==> src/rtl/mc_control_unit_pkg.sv <==
// Shared definitions for the multicycle MIPS control unit: state encoding,
// opcode/funct field values, ALU control codes and the control-word bundle.
// Also consumed by the ALU and its bench for the ALUctl codes.
package mc_control_unit_pkg;

  // State encoding (13 used of 16; the rest recover to FETCH)
  localparam logic [3:0] ST_FETCH    = 4'd0;
  localparam logic [3:0] ST_DECODE   = 4'd1;
  localparam logic [3:0] ST_MEMADR   = 4'd2;
  localparam logic [3:0] ST_MEMRD    = 4'd3;
  localparam logic [3:0] ST_MEMWB    = 4'd4;
  localparam logic [3:0] ST_MEMWR    = 4'd5;
  localparam logic [3:0] ST_RTYPE_EX = 4'd6;
  localparam logic [3:0] ST_RTYPE_WB = 4'd7;
  localparam logic [3:0] ST_BEQ_EX   = 4'd8;
  localparam logic [3:0] ST_ADDI_EX  = 4'd9;
  localparam logic [3:0] ST_ADDI_WB  = 4'd10;
  localparam logic [3:0] ST_JUMP     = 4'd11;
  localparam logic [3:0] ST_TRAP     = 4'd12;

  typedef enum logic [3:0] {
    S_FETCH    = ST_FETCH,
    S_DECODE   = ST_DECODE,
    S_MEMADR   = ST_MEMADR,
    S_MEMRD    = ST_MEMRD,
    S_MEMWB    = ST_MEMWB,
    S_MEMWR    = ST_MEMWR,
    S_RTYPE_EX = ST_RTYPE_EX,
    S_RTYPE_WB = ST_RTYPE_WB,
    S_BEQ_EX   = ST_BEQ_EX,
    S_ADDI_EX  = ST_ADDI_EX,
    S_ADDI_WB  = ST_ADDI_WB,
    S_JUMP     = ST_JUMP,
    S_TRAP     = ST_TRAP
  } state_t;

  // Opcodes (instruction[31:26])
  localparam logic [5:0] OP_RTYPE = 6'b000000;
  localparam logic [5:0] OP_LW    = 6'b100011;
  localparam logic [5:0] OP_SW    = 6'b101011;
  localparam logic [5:0] OP_BEQ   = 6'b000100;
  localparam logic [5:0] OP_ADDI  = 6'b001000;
  localparam logic [5:0] OP_J     = 6'b000010;

  // R-type funct codes (instruction[5:0])
  localparam logic [5:0] FN_ADD = 6'b100000;
  localparam logic [5:0] FN_SUB = 6'b100010;
  localparam logic [5:0] FN_AND = 6'b100100;
  localparam logic [5:0] FN_OR  = 6'b100101;
  localparam logic [5:0] FN_SLT = 6'b101010;

  // ALUctl codes
  localparam logic [3:0] ALU_AND = 4'b0000;
  localparam logic [3:0] ALU_OR  = 4'b0001;
  localparam logic [3:0] ALU_ADD = 4'b0010;
  localparam logic [3:0] ALU_SUB = 4'b0110;
  localparam logic [3:0] ALU_SLT = 4'b0111;

  // Moore part of the control word (pc_en / ir_write are handled separately)
  typedef struct packed {
    logic [3:0] alu_ctl;
    logic       alu_src_a;
    logic [1:0] alu_src_b;
    logic       mem_read;
    logic       mem_write;
    logic       iord;
    logic       reg_dst;
    logic       mem_to_reg;
    logic       reg_write;
    logic [1:0] pc_source;
  } ctl_t;

  // States whose exit to FETCH completes an instruction
  function automatic logic is_final(input state_t s);
    return (s == S_MEMWB)    || (s == S_MEMWR)   || (s == S_RTYPE_WB) ||
           (s == S_BEQ_EX)   || (s == S_ADDI_WB) || (s == S_JUMP);
  endfunction

endpackage

==> src/rtl/mc_control_unit_alu_ctl_decode.sv <==
// Purpose: R-type funct -> 4-bit ALUctl, plus a flag for supported functs.
// Latency: combinational. Backpressure: none.
// Ports: funct (in, 6) ; alu_ctl (out, 4, ADD when unsupported) ; legal (out, 1).
module mc_control_unit_alu_ctl_decode
  import mc_control_unit_pkg::*;
(
  input  logic [5:0] funct,
  output logic [3:0] alu_ctl,
  output logic       legal
);

  always_comb begin
    alu_ctl = ALU_ADD;
    legal   = 1'b1;
    case (funct)
      FN_ADD:  alu_ctl = ALU_ADD;
      FN_SUB:  alu_ctl = ALU_SUB;
      FN_AND:  alu_ctl = ALU_AND;
      FN_OR:   alu_ctl = ALU_OR;
      FN_SLT:  alu_ctl = ALU_SLT;
      default: legal   = 1'b0;
    endcase
  end

endmodule

==> src/rtl/mc_control_unit.sv <==
// Purpose: multicycle MIPS control FSM driving ALU control and datapath muxes/enables.
// Latency: lw 5, sw/R-type/addi 4, beq/j 3 cycles with mem_ready held high.
// Backpressure: FETCH, MEMRD and MEMWR hold until mem_ready; TRAP holds until reset.
// Ports: clk, rst_n (sync, active-low); op, funct from IR; zero from ALU;
//   mem_ready handshake; datapath controls alu_ctl..pc_en; illegal (sticky);
//   instr_count (retired, wraps); state_dbg (current state encoding).
module mc_control_unit
  import mc_control_unit_pkg::*;
#(
  parameter int CNT_W = 32
) (
  input  logic             clk,
  input  logic             rst_n,
  input  logic [5:0]       op,
  input  logic [5:0]       funct,
  input  logic             zero,
  input  logic             mem_ready,
  output logic [3:0]       alu_ctl,
  output logic             alu_src_a,
  output logic [1:0]       alu_src_b,
  output logic             mem_read,
  output logic             mem_write,
  output logic             iord,
  output logic             ir_write,
  output logic             reg_dst,
  output logic             mem_to_reg,
  output logic             reg_write,
  output logic [1:0]       pc_source,
  output logic             pc_en,
  output logic             illegal,
  output logic [CNT_W-1:0] instr_count,
  output logic [3:0]       state_dbg
);

  localparam logic [CNT_W-1:0] CNT_ONE = {{(CNT_W-1){1'b0}}, 1'b1};

  state_t     state;
  state_t     state_nxt;
  ctl_t       ctl_q;
  logic [3:0] rt_alu_ctl;
  logic       funct_legal;
  logic       retire;

  mc_control_unit_alu_ctl_decode u_alu_ctl_decode (
    .funct   (funct),
    .alu_ctl (rt_alu_ctl),
    .legal   (funct_legal)
  );

  // Control word for a given state. Evaluated on the next state so the
  // Moore outputs come straight from flops yet line up with state.
  function automatic ctl_t moore_ctl(input state_t s, input logic [3:0] rt_ctl);
    ctl_t c;
    c = '0;
    c.alu_ctl = ALU_ADD;
    case (s)
      S_FETCH: begin
        c.mem_read  = 1'b1;
        c.alu_src_b = 2'b01;
      end
      S_DECODE:   c.alu_src_b = 2'b11;
      S_MEMADR: begin
        c.alu_src_a = 1'b1;
        c.alu_src_b = 2'b10;
      end
      S_MEMRD: begin
        c.mem_read = 1'b1;
        c.iord     = 1'b1;
      end
      S_MEMWB: begin
        c.mem_to_reg = 1'b1;
        c.reg_write  = 1'b1;
      end
      S_MEMWR: begin
        c.mem_write = 1'b1;
        c.iord      = 1'b1;
      end
      S_RTYPE_EX: begin
        c.alu_src_a = 1'b1;
        c.alu_ctl   = rt_ctl;
      end
      S_RTYPE_WB: begin
        c.reg_dst   = 1'b1;
        c.reg_write = 1'b1;
      end
      S_BEQ_EX: begin
        c.alu_src_a = 1'b1;
        c.alu_ctl   = ALU_SUB;
        c.pc_source = 2'b01;
      end
      S_ADDI_EX: begin
        c.alu_src_a = 1'b1;
        c.alu_src_b = 2'b10;
      end
      S_ADDI_WB:  c.reg_write = 1'b1;
      S_JUMP:     c.pc_source = 2'b10;
      default: ;
    endcase
    return c;
  endfunction

  always_comb begin
    state_nxt = S_FETCH;
    case (state)
      S_FETCH:  state_nxt = mem_ready ? S_DECODE : S_FETCH;
      S_DECODE: begin
        case (op)
          OP_LW, OP_SW: state_nxt = S_MEMADR;
          OP_RTYPE:     state_nxt = funct_legal ? S_RTYPE_EX : S_TRAP;
          OP_BEQ:       state_nxt = S_BEQ_EX;
          OP_ADDI:      state_nxt = S_ADDI_EX;
          OP_J:         state_nxt = S_JUMP;
          default:      state_nxt = S_TRAP;
        endcase
      end
      S_MEMADR:   state_nxt = (op == OP_LW) ? S_MEMRD : S_MEMWR;
      S_MEMRD:    state_nxt = mem_ready ? S_MEMWB : S_MEMRD;
      S_MEMWB:    state_nxt = S_FETCH;
      S_MEMWR:    state_nxt = mem_ready ? S_FETCH : S_MEMWR;
      S_RTYPE_EX: state_nxt = S_RTYPE_WB;
      S_RTYPE_WB: state_nxt = S_FETCH;
      S_BEQ_EX:   state_nxt = S_FETCH;
      S_ADDI_EX:  state_nxt = S_ADDI_WB;
      S_ADDI_WB:  state_nxt = S_FETCH;
      S_JUMP:     state_nxt = S_FETCH;
      S_TRAP:     state_nxt = S_TRAP;
      default:    state_nxt = S_FETCH;  // unused encodings recover without retiring
    endcase
  end

  assign retire = (state_nxt == S_FETCH) && is_final(state);

  always_ff @(posedge clk) begin
    if (!rst_n) begin
      state       <= S_FETCH;
      ctl_q       <= moore_ctl(S_FETCH, ALU_ADD);
      illegal     <= 1'b0;
      instr_count <= '0;
    end else begin
      state <= state_nxt;
      ctl_q <= moore_ctl(state_nxt, rt_alu_ctl);
      if (state_nxt == S_TRAP)
        illegal <= 1'b1;
      if (retire)
        instr_count <= instr_count + CNT_ONE;
    end
  end

  assign alu_ctl    = ctl_q.alu_ctl;
  assign alu_src_a  = ctl_q.alu_src_a;
  assign alu_src_b  = ctl_q.alu_src_b;
  assign mem_read   = ctl_q.mem_read;
  assign mem_write  = ctl_q.mem_write;
  assign iord       = ctl_q.iord;
  assign reg_dst    = ctl_q.reg_dst;
  assign mem_to_reg = ctl_q.mem_to_reg;
  assign reg_write  = ctl_q.reg_write;
  assign pc_source  = ctl_q.pc_source;

  // The two handshake-qualified enables: PC+4 / IR load when the fetch
  // completes, conditional branch on zero, unconditional jump.
  assign ir_write = (state == S_FETCH) && mem_ready;
  assign pc_en    = ((state == S_FETCH)  && mem_ready) ||
                    ((state == S_BEQ_EX) && zero)      ||
                     (state == S_JUMP);

  assign state_dbg = state;

endmodule

==> config.mk <==
export PLATFORM = sky130hd
export DESIGN_NAME = mc_control_unit
export DESIGN_NICKNAME = d
export VERILOG_FILES = /design/src/rtl/mc_control_unit_pkg.sv /design/src/rtl/mc_control_unit_alu_ctl_decode.sv /design/src/rtl/mc_control_unit.sv
export SDC_FILE = /design/constraint.sdc
export NUM_CORES = 1
export LEC_CHECK = 0
export ABC_AREA = 0
export CAP_MARGIN = 20
export CORE_MARGIN = 1
export CORE_UTILIZATION = 50
export CTS_BUF_LIST = sky130_fd_sc_hd__clkbuf_2
export DETAILED_ROUTE_END_ITERATION = 10
export GPL_ROUTABILITY_DRIVEN = 0
export MAX_ROUTING_LAYER = met4
export PLACE_DENSITY_LB_ADDON = 0.08
export SKIP_CTS_REPAIR_TIMING = 1
export SLEW_MARGIN = 20
export SYNTH_ARGS = -nofsm -noshare
export SYNTH_HDL_FRONTEND = slang
export SYNTH_HIERARCHICAL = 1
export SYNTH_SLANG_ARGS = --single-unit
==> constraint.sdc <==
create_clock -name clk -period 2.2 [get_ports clk]
set_input_delay 0.33 -clock clk [delete_from_list [all_inputs] [get_ports clk]]
set_output_delay 0.33 -clock clk [all_outputs]
set_load 0.1 [all_outputs]
Yosys cells after proc, flatten, opt, wreduce, memory -nomap -nowiden:

Index checks and enable logic that the tools add are counted.
Widths: inputs -> output; s select.

* register bits after elaboration: 52

* mux-type cells: 19
* $add $sub $neg: 1
* eq/ne operators: 34
* reduce and logical (&&, ||, !) cells: 20

Operators with widths (number)
* $eq 6x6->1 const B: 7
* $eq 4x4->1 const B: 10
* $add 32x1->32 const B: 1
* $eq 4x3->1 const B: 8
* $pmux 4 s8: 1
* $pmux 4 s5: 1
* $eq 4x2->1 const B: 4
* $pmux 3 s4: 1
* $mux 1: 9
* $mux 3: 3
* $eq 4x1->1 const B: 2
* $logic_not 4->1: 2
* $pmux 4 s2: 1
* $reduce_or 2->1: 4
* $logic_or 1x1->1: 7
* $eq 6x2->1 const B: 1
* $eq 6x3->1 const B: 1
* $eq 6x4->1 const B: 1
* $logic_not 6->1: 1
* $pmux 2 s3: 1
* $reduce_or 5->1: 1
* $mux 4: 1
* $pmux 2 s2: 1
* $reduce_or 4->1: 1
* other kinds (2): 4

Logic depth before layout (Yosys ltp):

Gate-level depths: netlist (run 1).

* depth in word-level cells: 9
* mapped depth: 8

Modules after synthesis:

The synthesis (run 1) kept the hierarchy.

Modules (own cells, without submodules)
* mc_control_unit: area an instance 2483.6 um2, cells each 300, times used 1
* mc_control_unit_alu_ctl_decode: area an instance 97.6 um2, cells each 11, times used 1

Least setup slack after synthesis (run 1):

Ideal clock, no wire load.

* path kind: register to output
* start: register state[3] (netlist: state_dbg[3])
* end: output pc_en
* setup slack: -1.143 ns
* arrival: 3.013 ns
* stages on the path, launching flop included: 6
* path through: dfxtp_1 -> clkbuf_1 -> nand2_1 -> o21ai_0 -> nand2_1 -> a21oi_1

* word-level cells in the longest chain between the ends: 4
* elaborated cells on any way between the ends: 7

RTL lines
* start: declaration: RTL line mc_control_unit.sv:37 `state_t state;`
* start signal: assignment: RTL line mc_control_unit.sv:140 `state <= state_nxt;`
* $eq 4x4->1 or $logic_not 4->1 (tied branches): RTL line mc_control_unit.sv:164, mc_control_unit.sv:163
* $logic_and 1x1->1 (on tied branches): RTL line mc_control_unit.sv:164, mc_control_unit.sv:163
* $logic_or 1x1->1: RTL line mc_control_unit.sv:163 `assign pc_en = ((state == S_FETCH) && mem_ready) ||`
* $logic_or 1x1->1 *: RTL line mc_control_unit.sv:164 `((state == S_BEQ_EX) && zero) ||`
* end: declaration: RTL line mc_control_unit.sv:29 `output logic pc_en,`

Every way passes the cells marked *; elsewhere a longest branch is shown, timed or not.

Worst setup path in the final report (run 1):

* start: register state[1] (netlist: state_dbg[1])
* end: register ctl_q, in the netlist alu_ctl[1]

* word-level cells in the longest chain between the ends: 4
* elaborated cells on any way between the ends: 12

RTL lines
* $eq 4x4->1, or another cell as far along: RTL line mc_control_unit.sv:104 `case (state)`
* $pmux 4 s8 *: RTL line mc_control_unit.sv:104
* $eq 4x4->1 or $eq 4x3->1 (tied branches): RTL line mc_control_unit.sv:56 `case (s)`
* $pmux 4 s2 *: RTL line mc_control_unit.sv:56
* end signal: assignment: RTL line mc_control_unit.sv:136 `ctl_q <= moore_ctl(S_FETCH, ALU_ADD);`
* end signal: assignment: RTL line mc_control_unit.sv:141 `ctl_q <= moore_ctl(state_nxt, rt_alu_ctl);`
* end: declaration: RTL line mc_control_unit.sv:39 `ctl_t ctl_q;`

Marks and branches as above.
A chain may end at the register's enable or synchronous reset.

==> summary.txt, run 1 <==
Outcome
  • Status: completed

Worst hold path
  • HP Class: input port to register

Clock tree
  • Cts bufs inserted: 5
  • CTS root buf: clkbuf_2
  • TritonCTS clock tree: built
  • H-tree Lvls: 2
  • CTS Buffer Depth: 2
  • Worst-path clk slew: 0.26 ns
  • Latest clock arrival within the worst-skew pair: 0.42 ns
  • Clk sinks: between 50 and 60

STA
  • Final Hold Viols: 0
  • # setup viols final: 0
  • Fin crit share: between 90% and 100%
  • Final min period: about 2.1 ns
  • Worst clock skew: ~0.028 ns
  • Hold slack: approximately 0.40 ns
  • Max Freq: 483 MHz
  • Pins Over Slew Limit: 0

Finish
  • # diodes: 0
  • Register area: ~1100 um^2
  • Share of cells above drive strength 1: between 30 and 40%
  • Area growth from synthesis to layout: 41.2%
  • Largest register by flop count: instr_count
  • Max reg flops: 32
  • Layout Cells excl Fill: ~470
  • Filler cells: between 300 and 400
  • Multi-input gate area: 1510 um^2
  • # nets final: 423

Global route
  • Initial antenna violation count: 0
  • Global-route wire length before repair: a little over 10000 um
  • Vias in the first global route: 2249
  • Grt total ovfl: 0
  • Largest net degree at the start of global routing: 37
  • Gr usage total: between 20 and 25%

Setup path
  • Startpoint Class: register
  • Crit. End Element: register
  • Critical Path AT: between 2 and 2.5 ns
  • Crit Path Category: register to register
  • Data required time at the worst endpoint: approximately 2.5 ns
  • Crit path max fanout: 16

Synthesis
  • Fraction of registers with async set/reset: 0%
  • Count of flip-flops with a built-in enable after synthesis: 0
  • Commonest cells post-synth: 52 x dfxtp_1, 37 x nor2_1, 25 x xnor2_1, 19 x nand3_1, 18 x nor3_1
  • Unique masters post-synth: 51
  • Largest area contributor in the netlist: dfxtp_1
  • Gate Count Post-Synth: between 300 and 400
  • Yosys warnings: 6
  • Part of the Yosys area used for sequential elements: between 40% and 50%
  • Most frequent cell after synthesis: dfxtp_1
  • Top post-synthesis cells by area: dfxtp_1 40%, xnor2_1 8.5%, nor2_1 5.4%
  • Post-Syn Nets: around 330
  • Synthesis-stage register bit count: 52
  • Top cell type's share of synthesized area: between 40% and 50%
  • Dominant synthesized flop cell: dfxtp_1
  • Mapped cell area: 2580 um^2
  • Synth Area per Inst: between 8 and 9 um^2

Placed design
  • Post-DP HPWL: ~4600 um
  • Cells after DPL: approximately 470
  • Port-buffer cells: 69

Power
  • Pleak: ~1.4 nW
  • Power per cell area: 512 nW/um^2
  • Max IR drop VDD: between 0.0003 and 0.0004 V

Route
  • Routed len/inst: about 13 um
  • Routed vias: 2562
  • DRT iter0 DRCs: ~160
  • Post-Route WL: 6390 um
  • DR DRC count: 0
  • DR pass1 iterations: 4
  • DR vias/cell: 5.41
  • Post-route ant nets: 0

Floorplanning
  • Chip Height: around 74 um
  • Die Wd: ~74 um
  • Core footprint: 4850 um^2
  • I/O Pins: 70
  • Row Count: 25
  • Initial Utilization: 53.2%
  • Die ar.: between 5000 and 6000 um^2

Run
  • Total of max-cap violations: 0
==> stage by stage <==
stage               power [mW]  setup TNS (ns)  cell area (um^2)  util (%)  worst slack [ns]
finish                    1.87               0              3640      75.2             0.129
global route              1.95         -0.0145              3640      75.2           -0.0145
detailed placement        1.48           -8.77              3510      72.5            -0.485
floorplan                 1.30               0              2650         -           0.00234
global placement          1.48           -7.73              3510      72.5            -0.446
CTS                       1.86         -0.0241              3560      73.5           -0.0241
==> logic make-up (layout without fill, tap and decap cells) <==
group           after synthesis  count (layout)  share of synthesized area (%)
simple gates                161             161                           34.5
flops                        52              52                           40.3
compound gates               40              40                           10.0
xor+xnor                     28              28                           9.50
buf+inv                      26             122                           4.22
mux                           2               2                          0.824
fa+ha+maj                     1               1                          0.485
other cells                   1               1                          0.145
==> routing by layer <==
| layer | part of all wire, % | vias to the layer above | track usage [%] |
|---|---|---|---|
| met5 | 0 | - | - |
| met4 | 0.56 | 0 | 5.98 |
| met3 | 4.6 | 5 | 4.39 |
| met2 | 49 | 76 | 40.9 |
| met1 | 46 | 1184 | 30.2 |
| li1 | - | 1297 | - |
==> final cells by class <==
class / count / area share, %
Tap cell: 67 / 2.30
Clock buffer: 5 / 0.687
Timing Repair Buffer: 103 / 23.8
Sequential cell: 52 / 30.0
Clock inverter: 3 / 0.618
Multi-Input combinational cell: 233 / 41.5
Inverter: 11 / 1.13
==> final timing paths <==
path | start | end | slack, ns | cells after the start
max reg2reg | state_dbg[1] | alu_ctl[1] | 0.13 | 6
min reg2reg | instr_count[8] | instr_count[8] | 0.53 | 2
max | state_dbg[1] | alu_ctl[1] | 0.13 | 6
min | funct[1] | alu_ctl[1] | 0.40 | 4
==> power breakdown <==
group          internal, mW  switching [mW]  leakage [nW]
Sequential            0.959          0.0179         0.437
Clock                0.0839           0.300        0.0333
Combinational         0.177           0.328         0.912
==> cells in the final DEF (no fill, tap or decap), types with 13 or more instances in the layout <==
master | netlist | layout
dfxtp_1 | 52 | 22
nor4_1 | 16 | 14
clkdlybuf4s50_1 | 0 | 13
nor2_1 | 37 | 37
nand3_1 | 19 | 19
xnor2_1 | 25 | 25
nor3_1 | 18 | 17
buf_4 | 1 | 84
nand2_1 | 17 | 17
dfxtp_2 | 0 | 24
==> worst max-delay path, stage by stage (launching register included) <==
cell and delay (ns):
dfxtp_4 0.45, or3b_1 0.38, a211o_1 0.33, and3_4 0.19, o21ai_4 0.11, nand2_4 0.08, or4_1 0.47
Note: power is estimated with default switching activity, not from simulation.
==> run 2: changes to the inputs <==
--- a/config.mk
+++ b/config.mk
@@ -8,7 +8,7 @@
 export ABC_AREA = 0
 export CAP_MARGIN = 20
 export CORE_MARGIN = 1
-export CORE_UTILIZATION = 50
+export CORE_UTILIZATION = 30
 export CTS_BUF_LIST = sky130_fd_sc_hd__clkbuf_2
 export DETAILED_ROUTE_END_ITERATION = 10
 export GPL_ROUTABILITY_DRIVEN = 0
==> run 2 against run 1 <==
Routed wire length increased by 5.4%. Utilization shrank 30 points. Register-to-register slack gained 0.02 ns. Critical path depth is 3 higher. Power grew 5.1%. Clock skew shrank 0.016 ns. Via count is 2.2% lower. Combinational power is 2% lower. Sequential share of layout area down 0.38 points. Final cell count is 9.1% higher. Sequential cell count unchanged. Maximum frequency fell by 4.3%. Largest cell class unchanged.
==> summary.txt, run 2 (same netlist as run 1, synthesis figures left out) <==
Outcome
  • Status: completed

Power
  • Pleak: around 1.4 nW
  • Max IR drop VDD: ~0.00026 V
  • Final Total Pwr: 1.96 mW
  • Power per cell area: 531 nW/um^2

STA
  • Unrepaired setup endpoints after global routing: no
  • Fin crit share: between 90% and 100%
  • Pins Over Slew Limit: 0
  • Final Hold Viols: 0
  • Final min period: approximately 2.2 ns
  • Max Freq: about 460 MHz
  • # setup viols final: 0
  • Worst clock skew: between 0.01 and 0.015 ns
  • Post-route setup TNS: 0 ns

Clock tree
  • CTS root buf: clkbuf_2
  • Clk sinks: 52
  • CTS Buffer Depth: 2
  • Worst-path clk slew: approximately 0.25 ns
  • Cts bufs inserted: 5
  • TritonCTS clock tree: built
  • H-tree Lvls: 2
  • Latest clock arrival within the worst-skew pair: approximately 0.41 ns

Finish
  • Largest register by flop count: instr_count
  • Layout Cells excl Fill: roughly 520
  • Multi-input gate area: approximately 1500 um^2
  • Area growth from synthesis to layout: 43.0%
  • # diodes: 0
  • Leading cell type in the layout, fill and taps excluded: buf_4
  • Share of cells above drive strength 1: roughly a third
  • # nets final: roughly 430
  • Most frequent cells in the layout: 89 x buf_4, 37 x nor2_1, 25 x xnor2_1
  • Max reg flops: 32
  • Register area: around 1100 um^2
  • Filler cells: between 800 and 900

Setup path
  • RR Endpoint: alu_ctl[1]
  • Critical Path AT: approximately 2.5 ns
  • Slowest CP cell: clkdlybuf4s50_1
  • Crit. End Element: register
  • Crit. path cell count: 9
  • Crit path cell chain: clkdlybuf4s50_1 > mux2_1 > nor3_2 > nor4b_2 > nor4_1 > o22a_2 > or3_1 > a21oi_1 > o21a_1
  • R2R depth: 6
  • Top delay family on crit path: simple AND/OR/NAND/NOR gates
  • R2r setup slk: ~0.15 ns
  • CP Buf/Inv Count: 1
  • Crit Path Category: input port to register
  • CP startpoint: funct[1]
  • Startpoint Class: input port
  • Worst setup path end: alu_src_b[1]
  • Worst r2r src: state_dbg[1]
  • Crit path max fanout: 7
  • CP peak stage delay: around 0.48 ns
  • Data required time at the worst endpoint: ~2.6 ns

Route
  • Post-Route WL: approximately 6700 um
  • DR DRC count: 0
  • DR pass1 iterations: 5
  • Post-route ant nets: 0
  • DRT iter0 DRCs: between 70 and 80
  • Routed vias: between 2000 and 3000
  • DR vias/cell: ~4.8
  • Routed len/inst: roughly 13 um

Floorplanning
  • Row Count: 33
  • Chip Height: 94.8 um
  • I/O Pins: 70
  • Core footprint: roughly 8300 um^2
  • Die Wd: between 90 and 100 um
  • Die ar.: between 8000 and 9000 um^2
  • Initial Utilization: 31.3%

Global route
  • Global-route wire length before repair: approximately 11000 um
  • Largest net degree at the start of global routing: 35
  • Grt total ovfl: 0
  • Vias in the first global route: roughly 2200
  • Initial antenna violation count: 0
  • Gr usage total: about 16%

Worst hold path
  • Hold Path Depth: 2
  • HP Class: register to register

Run
  • Total of max-cap violations: 0

Placed design
  • Port-buffer cells: 69
  • Post-DP HPWL: about 5000 um
  • Cells after DPL: ~510
## run 2: cell type report
class / count / area share [%]
Sequential cell: 52 / 29.6
Timing Repair Buffer: 108 / 24.3
Multi-Input combinational cell: 233 / 39.6
Tap cell: 105 / 3.56
Clock buffer: 6 / 0.814
Inverter: 11 / 1.12
Clock inverter: 2 / 0.949
## run 2: how the worst min path moves through the flow
stage,from,to,slack (ns)
3_3_place_gp,instr_count[10],instr_count[10],0.49
5_1_grt,instr_count[3],instr_count[3],0.55
4_1_cts,instr_count[3],instr_count[3],0.53
6_report,illegal,illegal,0.52
3_5_place_dp,illegal,illegal,0.49
2_1_floorplan,rst_n,alu_src_b[0],0.41
## run 2: routing by layer
metal / wire length [um] / part of all wire [%] / up-vias / GRT usage [%]
li1: - / - / 1308 / -
met1: 3330 / 50 / 1152 / 21.1
met2: 3070 / 46 / 43 / 24.9
met3: 300 / 4.5 / 2 / 2.98
met4: 27 / 0.40 / 0 / 3.16
met5: 0 / 0 / - / -
## run 2: worst min-delay path, stage by stage, from the launching register on
cell and delay [ns]:
dfxtp_1 0.40, a21oi_1 0.04, nor2_1 0.07
## run 2: where the power goes
part	internal, mW	switching [mW]
logic	0.173	0.320
clock network	0.195	0.290
registers	0.959	0.0218
total	1.33	0.632
## run 2: through the flow
stage	utilization (%)	hold slack [ns]	worst slack [ns]	instance area, um^2
2_1_floorplan	-	0.406	0.00234	2650
3_3_place_gp	43.7	0.488	-0.484	3610
3_5_place_dp	43.7	0.487	-0.525	3610
4_1_cts	44.5	0.533	-0.0876	3670
5_1_grt	44.7	0.551	0.0186	3690
6_report	44.7	0.521	0.0360	3690
